<file path="src/rtl/key_scan_display.sv">
// key_scan_display
//   Debounces N_KEYS active-low push buttons, builds a hex nibble from the four
//   data keys and drives an N_DIGITS multiplexed 7-segment display from an
//   internal scan tick. A mode key cycles single / mirror-scan / shift-entry;
//   the enter key shifts the nibble into an N_DIGITS entry buffer in entry mode.
//
// Ports
//   clk        system clock
//   rst        asynchronous active-high reset
//   key        raw buttons, 0 = pressed, asynchronous to clk
//   cs         one-hot digit select (inverted when SEG_ACTIVE_LOW)
//   seg        segments {dp,g,f,e,d,c,b,a} (inverted when SEG_ACTIVE_LOW)
//   key_state  debounced level per key, 1 = pressed
//   key_press  one-cycle pulse per key on each debounced press
//   mode       0 single, 1 mirror, 2 entry
module key_scan_display #(
  parameter int F_CLK          = 50000000,
  parameter int F_SCAN         = 1000,
  parameter int DEBOUNCE_MS    = 20,
  parameter int N_KEYS         = 6,
  parameter int N_DIGITS       = 8,
  parameter int SEG_ACTIVE_LOW = 1
) (
  input  logic                clk,
  input  logic                rst,
  input  logic [N_KEYS-1:0]   key,
  output logic [N_DIGITS-1:0] cs,
  output logic [7:0]          seg,
  output logic [N_KEYS-1:0]   key_state,
  output logic [N_KEYS-1:0]   key_press,
  output logic [1:0]          mode
);

  localparam int TICK_DIV  = F_CLK / F_SCAN;
  localparam int DB_CYCLES = F_CLK / 1000 * DEBOUNCE_MS;
  localparam int TICK_W    = (TICK_DIV > 1) ? $clog2(TICK_DIV) : 1;
  localparam int DB_W      = (DB_CYCLES > 1) ? $clog2(DB_CYCLES) : 1;
  localparam int PTR_W     = $clog2(N_DIGITS);
  localparam int CNT_W     = $clog2(N_DIGITS + 1);
  localparam int BUF_W     = N_DIGITS * 4;
  localparam bit INV       = (SEG_ACTIVE_LOW != 0);

  typedef enum logic [1:0] {
    MODE_SINGLE = 2'd0,
    MODE_MIRROR = 2'd1,
    MODE_ENTRY  = 2'd2
  } mode_e;

  function automatic logic [6:0] hex_font(input logic [3:0] n);
    hex_font = 7'h00;
    case (n)
      4'h0: hex_font = 7'h3F;  4'h1: hex_font = 7'h06;
      4'h2: hex_font = 7'h5B;  4'h3: hex_font = 7'h4F;
      4'h4: hex_font = 7'h66;  4'h5: hex_font = 7'h6D;
      4'h6: hex_font = 7'h7D;  4'h7: hex_font = 7'h07;
      4'h8: hex_font = 7'h7F;  4'h9: hex_font = 7'h6F;
      4'hA: hex_font = 7'h77;  4'hB: hex_font = 7'h7C;
      4'hC: hex_font = 7'h39;  4'hD: hex_font = 7'h5E;
      4'hE: hex_font = 7'h79;  4'hF: hex_font = 7'h71;
    endcase
  endfunction

  // ---------------------------------------------------------------- debounce
  // Synchroniser stores the inverted (pressed = 1) level directly.
  logic [N_KEYS-1:0] sync1_q, sync2_q;
  logic [N_KEYS-1:0] state_q, state_dly_q, press_q;

  always_ff @(posedge clk or posedge rst) begin
    if (rst) begin
      sync1_q     <= '0;
      sync2_q     <= '0;
      state_dly_q <= '0;
      press_q     <= '0;
    end else begin
      sync1_q     <= ~key;
      sync2_q     <= sync1_q;
      state_dly_q <= state_q;
      press_q     <= state_q & ~state_dly_q;
    end
  end

  genvar gi;
  generate
    for (gi = 0; gi < N_KEYS; gi++) begin : g_db
      logic [DB_W-1:0] cnt_q, cnt_d;
      logic            st_q, st_d;

      // Counter only runs while the synced level disagrees with the
      // debounced level, so any agreement restarts the window.
      always_comb begin
        cnt_d = '0;
        st_d  = st_q;
        if (sync2_q[gi] != st_q) begin
          if (cnt_q == DB_W'(DB_CYCLES - 1)) begin
            st_d = ~st_q;
          end else begin
            cnt_d = cnt_q + 1'b1;
          end
        end
      end

      always_ff @(posedge clk or posedge rst) begin
        if (rst) begin
          cnt_q <= '0;
          st_q  <= 1'b0;
        end else begin
          cnt_q <= cnt_d;
          st_q  <= st_d;
        end
      end

      assign state_q[gi] = st_q;
    end
  endgenerate

  assign key_state = state_q;
  assign key_press = press_q;

  // --------------------------------------------------------------- scan tick
  logic [TICK_W-1:0] tick_cnt_q;
  logic              tick;

  assign tick = (tick_cnt_q == TICK_W'(TICK_DIV - 1));

  always_ff @(posedge clk or posedge rst) begin
    if (rst)       tick_cnt_q <= '0;
    else if (tick) tick_cnt_q <= '0;
    else           tick_cnt_q <= tick_cnt_q + 1'b1;
  end

  // ------------------------------------------------------- mode FSM + display
  mode_e               mode_q;
  logic [PTR_W-1:0]    ptr_q;
  logic [BUF_W-1:0]    buf_q;
  logic [CNT_W-1:0]    entry_cnt_q;
  logic [N_DIGITS-1:0] cs_q;
  logic [7:0]          seg_q;

  logic [3:0]          nib;
  logic [3:0]          digit_nib;
  logic                digit_on;
  logic                digit_dp;
  logic [7:0]          seg_raw;
  logic [N_DIGITS-1:0] cs_raw;

  assign nib = state_q[3:0];

  always_comb begin
    digit_nib = nib;
    digit_on  = 1'b1;
    digit_dp  = state_q[4];
    if (mode_q == MODE_ENTRY) begin
      digit_nib = buf_q[{ptr_q, 2'b00} +: 4];
      digit_dp  = 1'b0;
      // Digits not yet filled stay dark while the scan still visits them.
      digit_on  = (CNT_W'(ptr_q) < entry_cnt_q);
    end
    seg_raw = digit_on ? {digit_dp, hex_font(digit_nib)} : 8'h00;
    cs_raw  = '0;
    cs_raw[ptr_q] = 1'b1;
  end

  // Shift and pointer decisions use the pre-transition mode, so a
  // simultaneous enter + mode press shifts only if already in entry mode.
  always_ff @(posedge clk or posedge rst) begin
    if (rst) begin
      mode_q      <= MODE_SINGLE;
      ptr_q       <= '0;
      buf_q       <= '0;
      entry_cnt_q <= '0;
      cs_q        <= {N_DIGITS{INV}};
      seg_q       <= {8{INV}};
    end else begin
      if (press_q[4] && (mode_q == MODE_ENTRY)) begin
        buf_q <= {buf_q[BUF_W-5:0], nib};
        if (entry_cnt_q != CNT_W'(N_DIGITS)) entry_cnt_q <= entry_cnt_q + 1'b1;
      end

      if (press_q[5]) begin
        case (mode_q)
          MODE_SINGLE: mode_q <= MODE_MIRROR;
          MODE_MIRROR: mode_q <= MODE_ENTRY;
          default:     mode_q <= MODE_SINGLE;
        endcase
      end

      if (mode_q == MODE_SINGLE) begin
        ptr_q <= '0;
      end else if (tick) begin
        ptr_q <= (ptr_q == PTR_W'(N_DIGITS - 1)) ? '0 : ptr_q + 1'b1;
      end

      cs_q  <= cs_raw ^ {N_DIGITS{INV}};
      seg_q <= seg_raw ^ {8{INV}};
    end
  end

  assign cs   = cs_q;
  assign seg  = seg_q;
  assign mode = mode_q;

endmodule

</file>
<file path="config.mk">
export PLATFORM = sky130hd
export DESIGN_NAME = key_scan_display
export DESIGN_NICKNAME = d
export VERILOG_FILES = /design/src/rtl/key_scan_display.sv
export SDC_FILE = /design/constraint.sdc
export NUM_CORES = 1
export LEC_CHECK = 0
export CORE_MARGIN = 3
export CORE_UTILIZATION = 50
export CTS_CLUSTER_SIZE = 25
export DETAILED_ROUTE_END_ITERATION = 10
export PLACE_DENSITY = 0.7
export SLEW_MARGIN = 20
export SYNTH_ARGS = -nofsm -noshare
export SYNTH_HDL_FRONTEND = slang
export SYNTH_SLANG_ARGS = --single-unit
</file>
<file path="constraint.sdc">
create_clock -name clk -period 7.9 [get_ports clk]
set_input_delay 2.37 -clock clk [delete_from_list [all_inputs] [get_ports clk]]
set_output_delay 2.37 -clock clk [all_outputs]
set_load 0.005 [all_outputs]
</file>
==> results of run 1 <==
cells in the final DEF (no fill, tap or decap), drive strengths merged, types with 4 or more instances in the layout:
cell type / instances
bufinv: 4
buf: 6
nor4: 19
nor2: 164
and4: 7
dfrtp: 207
xnor2: 57
nand4: 23
ha: 19
inv: 32
o21ai: 8
or2: 5
mux2: 39
and2: 4
or3: 5
nor2b: 12
a21oi: 9
nand2: 60
clkinv: 5
nand2b: 5
and3: 18
xor2: 73
dfstp: 16
a31oi: 4
mux2i: 13
clkbuf: 33
nor3: 17
clkdlybuf4s50: 37
nand3: 63
state kept, by name (all words and copies together), names as in the netlist:
register / flops
entry_cnt_q: 4
ptr_q: 3
cs: 8
key_press: 6
seg: 8
g_db.st_q: 6
mode: 2
state_dly_q: 6
sync2_q: 6
tick_cnt_q: 16
sync1_q: 6
g_db.cnt_q: 120
buf_q: 32
metal layers:
| layer | track usage | wire (um) | vias to the layer above | part of all wire |
|---|---|---|---|---|
| met5 | 0 | 0 | - | 0 |
| li1 | - | - | 3276 | - |
| met1 | 0.236 | 8460 | 3234 | 0.49 |
| met2 | 0.259 | 7980 | 68 | 0.46 |
| met4 | 0.0406 | 295 | 0 | 0.017 |
| met3 | 0.0241 | 530 | 27 | 0.031 |
metrics by stage:
| step | power [mW] | hold slack [ns] |
|---|---|---|
| floorplan | 1.22 | 0.331 |
| global placement | 1.24 | 0.332 |
| detailed placement | 1.24 | 0.335 |
| CTS | 2.45 | 0.349 |
| global route | 2.52 | 0.360 |
| finish | 2.42 | 0.350 |
cell families (layout without fill, tap and decap cells):
logic type | count (synthesis) | in the layout | share of synthesized area
flip-flops | 223 | 223 | 0.552
buffers and inverters | 65 | 120 | 0.0289
multiplexers | 52 | 52 | 0.0561
adder cells (fa/ha/maj) | 19 | 19 | 0.0234
AO/OA/AOI/OAI | 44 | 44 | 0.0324
XOR/XNOR | 130 | 130 | 0.112
AND/OR/NAND/NOR | 414 | 414 | 0.195
final timing paths:
check                                              start                    endpoint  slack, ns  depth (start not counted)
worst max register to register      ptr_q[0]$_DFFE_PP0P_            seg[3]$_DFF_PP1_       4.99                          8
worst min-delay path                sync1_q[4]$_DFF_PP0_        sync2_q[4]$_DFF_PP0_       0.35                          0
worst min register to register      sync1_q[4]$_DFF_PP0_        sync2_q[4]$_DFF_PP0_       0.35                          0
worst max-delay path            g_db[3].st_q$_DFFE_PP0P_                key_state[3]       4.01                          1
min in group asynchronous                            rst  g_db[4].cnt_q[5]$_DFF_PP0_       2.20                          2
max in group asynchronous                            rst      key_press[0]$_DFF_PP0_       4.68                          3
final cells by class:
type	count	area (um2)
clock inverters	11	168
fillers	1661	8090
well taps	265	332
clock buffers	33	716
flip-flops and latches	223	5600
inverters	33	128
multi-input cells	659	4250
repair buffers	43	432
power by group through the flow:
stage / sequential, mW / combinational [mW] / clock (mW)
3_3_place_gp: 1.18 / 0.0541 / 0
6_report: 1.16 / 0.0521 / 1.20
4_1_cts: 1.16 / 0.0547 / 1.24
3_5_place_dp: 1.18 / 0.0547 / 0
2_1_floorplan: 1.18 / 0.0397 / 0
5_1_grt: 1.16 / 0.0623 / 1.29
==> run_results.csv, run 1 <==
group,metric,value,unit
synth,synth_common_cells,"dfrtp_1, nor2_1, xor2_1, nand3_1, nand2_1",
clock_tree,clockRootBuffer,"clkbuf_16",
clock_tree,cts_setup_buffers,0,
power,p_int,1.93,mW
global_route,grt_pass1_vias,6420,
clock_tree,cts_resized,0,
critical_path,crit_type,"register to output pin",
place,numPortBuffers,37,
sta,finalSetupViolations,0,
power,p_sw_frac,0.200,
clock_tree,path_clk_slew,0.06,ns
sta,clock_skew,0.00929,ns
clock_tree,insertion_delay,0.50,ns
floorplanning,die_h,148,um
final_layout,areaGrowthSynthToFinish,14.6,%
place,placedCellCount,1223,
final_layout,final_core_util,0.590,
final_layout,instances_no_fill,1267,
route,finalWirelength,17300,um
clock_tree,cts_tree,"done",
synth,yosysTopAreaCell,"dfrtp_1",
synth,syn_area,10100,um2
critical_path,path_max_fanout,7,
synth,yosysWarnings,0,
global_route,grt_pass1_wl,30400,um
place,placed_area,10700,um2
synth,postSynthAreaPerCell,10.7,um2
global_route,grt_overflow,0,
power,p_sw,485,uW
synth,syn_inst,947,
floorplanning,std_cell_rows,51,
global_route,grt_max_degree,122,
floorplanning,io-pin-count,38,
global_route,track_usage,0.162,
power,pwr-share-seq,0.481,
sta,slew_violations,0,
run,cap_viol_max_count,0,
route,firstDrtPassIters,4,
critical_path,critPathSlowestCell,"clkdlybuf4s50_1",
synth,synth_nets,974,
sta,min_period_over_period,0.493,
critical_path,cp-start-kind,"register",
clock_tree,htree_levels,1,
power,clkPwrFrac,0.498,
synth,synth_top_area_frac,0.511,
clock_tree,cts_buffers,24,
route,wl_per_cell,13.6,um
sta,final.min_clock_period,3.89,ns
sta,tns,0,ns
floorplanning,die_x,148,um
place,place.gp.congestion,0.783,
sta,worstMarginPinSlew,1.06,ns
power,p_leak,5.11,nW
power,power.density,208,nW/um2
power,pwr-share-comb,0.022,
sta,setup_slack,4.01,ns
place,dp_hpwl,11300,um
critical_path,path_buf_inv,1,
power,irDropWorstVdd,0.113,mV
critical_path,end_kind,"output pin",
outcome,status,"finished clean",
sta,fmax,0.257,GHz
synth,synth_area_leaders,"dfrtp_1, xor2_1, nor2_1",
critical_path,cp.required,5.53,ns
clock_tree,clk_path_buf_depth,3,
synth,async_flop_share,1.00,
route,num_vias,6605,
synth,ys_ff_latch,223,
sta,rsz0062_at_grt,"false",
floorplanning,initial_core_util,0.514,
global_route,grt_antenna_before_repair,0,
critical_path,arrival,1.52,ns
floorplanning,fp.coreArea,19700,um2
sta,max_slew_margin,0.294,
place,post-place-ws,3.75,ns
route,drc,0,
route,ant_nets,0,
sta,hold_viol,0,
critical_path,slowest_delay,0.56,ns
hold_path,min_path_type,"register to register",
synth,synth_cell_types,55,
floorplanning,dieArea,22000,um2
critical_path,cp_cell_sequence,"clkdlybuf4s50_1",
final_layout,nNetsFinal,1011,
clock_tree,cts.sinks,223,
clock_tree,hold_buffers,0,
synth,synth_seq_area_share,0.552,
synth,synth_edf_count,0,
route,viasPerCell,5.21,
final_layout,diodes,0,
route,drtIter0Drc,287,
synth,synth-main-ff-cell,"dfrtp_1",
final_layout,design_area,11600,um2
final_layout,drive_above_1_share,0.114,
synth,yosysMostFrequentCell,"dfrtp_1",
critical_path,cp_top_family,"buffers and inverters",
(Power assumes the default switching activity.)
==> run 2, diff against run 1 <==
==> constraint.sdc (replaced) <==
create_clock -name clk -period 3.3 [get_ports clk]
set_input_delay 0.99 -clock clk [delete_from_list [all_inputs] [get_ports clk]]
set_output_delay 0.99 -clock clk [all_outputs]
set_load 0.005 [all_outputs]
==> run 2 against run 1 <==
Worst hold slack lost 0.0028 ns. Total power grew 150%. Critical path type is now register to register. Die area unchanged. Clock power grew to 2.6 times the previous value. Register-to-register slack worse by 4.5 ns. Highest routed layer unchanged. Design area up 0.61%. Combinational power rose by 150%. Wire length rose by 1.3%. Worst setup slack worse by 3.5 ns.
==> run_results.csv, run 2 (same netlist as run 1, synthesis figures left out) <==
group,metric,value,unit
route,drc,0,
floorplanning,die_x,148,um
sta,rsz0062_at_grt,"false",
final_layout,diodes,0,
power,p_leak,5.14,nW
final_layout,drive_above_1_share,0.113,
global_route,grt_max_degree,101,
route,highest_layer,"met4",
critical_path,cp.required,3.71,ns
floorplanning,die_h,148,um
clock_tree,path_clk_slew,0.06,ns
sta,fmax,0.361,GHz
global_route,grt_pass1_vias,6395,
sta,slew_violations,0,
clock_tree,clk_path_buf_depth,3,
route,firstDrtPassIters,4,
route,ant_nets,0,
final_layout,top_register,"g_db.cnt_q",
power,p_sw,1.18,mW
critical_path,path_max_fanout,23,
clock_tree,insertion_delay,0.50,ns
clock_tree,hold_buffers,0,
power,clkPwrFrac,0.514,
clock_tree,cts_resized,0,
hold_path,min_path_type,"register to register",
route,wl_per_cell,13.8,um
final_layout,layout_common_cells,"dfrtp_1, nor2_1, xor2_1, nand3_1, nand2_1",
route,drtIter0Drc,335,
power,pwr-share-comb,0.022,
sta,min_period_over_period,0.840,
sta,final.min_clock_period,2.77,ns
final_layout,nNetsFinal,1012,
clock_tree,cts.sinks,223,
critical_path,cp-start-kind,"register",
clock_tree,htree_levels,1,
critical_path,arrival,3.18,ns
critical_path,crit_type,"register to register",
final_layout,biggestRegsByFlops,"g_db.cnt_q x120, buf_q x32, tick_cnt_q x16",
final_layout,nFillCells,1583,
global_route,track_usage,0.165,
power,p_sw_frac,0.198,
route,num_vias,6553,
floorplanning,fp.coreArea,19700,um2
floorplanning,std_cell_rows,51,
route,wl_met1,8460,um
route,finalWirelength,17500,um
global_route,grt_antenna_before_repair,0,
sta,hold_viol,0,
route,viasPerCell,5.17,
sta,setup_slack,0.529,ns
floorplanning,io-pin-count,38,
power,p_int,4.80,mW
floorplanning,dieArea,22000,um2
critical_path,end_kind,"register",
sta,max_slew_margin,0.320,
sta,clock_skew,0.00827,ns
sta,worstMarginPinSlew,1.02,ns
place,dp_hpwl,11300,um
clock_tree,cts_tree,"done",
power,power.density,512,nW/um2
place,numPortBuffers,37,
power,irDropWorstVdd,0.311,mV
final_layout,final_common_cell,"dfrtp_1",
global_route,grt_pass1_wl,30800,um
route,dr_wl_met2,8070,um
final_layout,largest_reg_flops,120,
final_layout,areaGrowthSynthToFinish,15.3,%
sta,tns,0,ns
global_route,grt_overflow,0,
floorplanning,initial_core_util,0.514,
run,cap_viol_max_count,0,
place,post-place-ws,0.555,ns
route,wl_met3,636,um
clock_tree,cts_buffers,24,
clock_tree,clockRootBuffer,"clkbuf_16",
place,place.gp.congestion,0.810,
power,pwr-share-seq,0.465,
outcome,status,"finished clean",
clock_tree,cts_setup_buffers,0,
sta,finalSetupViolations,0,
-- run 2: changes by cell type in the layout (fill, tap and decap cells not counted) --
cell / previous run / this run
clkinv_2: 3 / 2
clkbuf_1: 2 / 4
clkbuf_8: 6 / 3
bufinv_16: 4 / 7
buf_12: 1 / 3
clkinv_4: 2 / 0
inv_6: 0 / 1
buf_6: 1 / 0
-- run 2: final timing paths --
| check | from | to | slack [ns] | cells after the start |
|---|---|---|---|---|
| hold reg to reg | sync1_q[2]$_DFF_PP0_ | sync2_q[2]$_DFF_PP0_ | 0.35 | 0 |
| hold / removal | sync1_q[2]$_DFF_PP0_ | sync2_q[2]$_DFF_PP0_ | 0.35 | 0 |
| min in group asynchronous | rst | g_db[3].cnt_q[4]$_DFF_PP0_ | 0.98 | 3 |
| max in group asynchronous | rst | cs[3]$_DFF_PP1_ | 1.82 | 3 |
| setup / recovery | ptr_q[0]$_DFFE_PP0P_ | seg[3]$_DFF_PP1_ | 0.53 | 8 |
| setup reg to reg | ptr_q[0]$_DFFE_PP0P_ | seg[3]$_DFF_PP1_ | 0.53 | 8 |
-- run 2: metal layers --
metal | vias to the layer above | track usage
li1 | 3267 | -
met1 | 3166 | 0.241
met2 | 96 | 0.262
met3 | 24 | 0.0229
met4 | 0 | 0.0430
met5 | - | 0
-- run 2: final cells by class --
class,instances,area [um2],share of cell area
Sequential cell,223,5600,0.479
Multi-Input combinational cell,659,4250,0.363
Clock buffer,32,682,0.0583
Timing Repair Buffer,44,460,0.0394
Tap cell,265,332,0.0284
Clock inverter,12,244,0.0209
Inverter,33,128,0.0109
-- run 2: worst max-delay path, cell delays in order (launching register included) --
cell       delay, ns
dfrtp_1         0.81
mux2_2          0.40
a21oi_1         0.15
nor2_1          0.06
o22ai_1         0.43
inv_1           0.14
ha_1            0.27
a2111oi_1       0.34
a31oi_1         0.08
-- run 2: metrics by stage --
stage / instances / cell area (um2) / hold WS (ns) / power [mW] / util
finish: 1268 / 11700 / 0.347 / 5.99 / 0.593
global route: 1268 / 11700 / 0.357 / 6.21 / 0.593
CTS: 1268 / 11700 / 0.350 / 6.07 / 0.593
detailed placement: 1224 / 10800 / 0.336 / 2.97 / 0.546
global placement: 1224 / 10800 / 0.334 / 2.97 / 0.546
floorplan: 947 / 10100 / 0.331 / 2.92 / -
-- run 2: power by group through the flow --
stage               clock [mW]  combinational, mW  sequential [mW]
floorplan                    0             0.0950             2.83
global placement             0              0.135             2.83
detailed placement           0              0.136             2.83
CTS                       3.15              0.136             2.78
global route              3.27              0.152             2.78
finish                    3.07              0.130             2.78
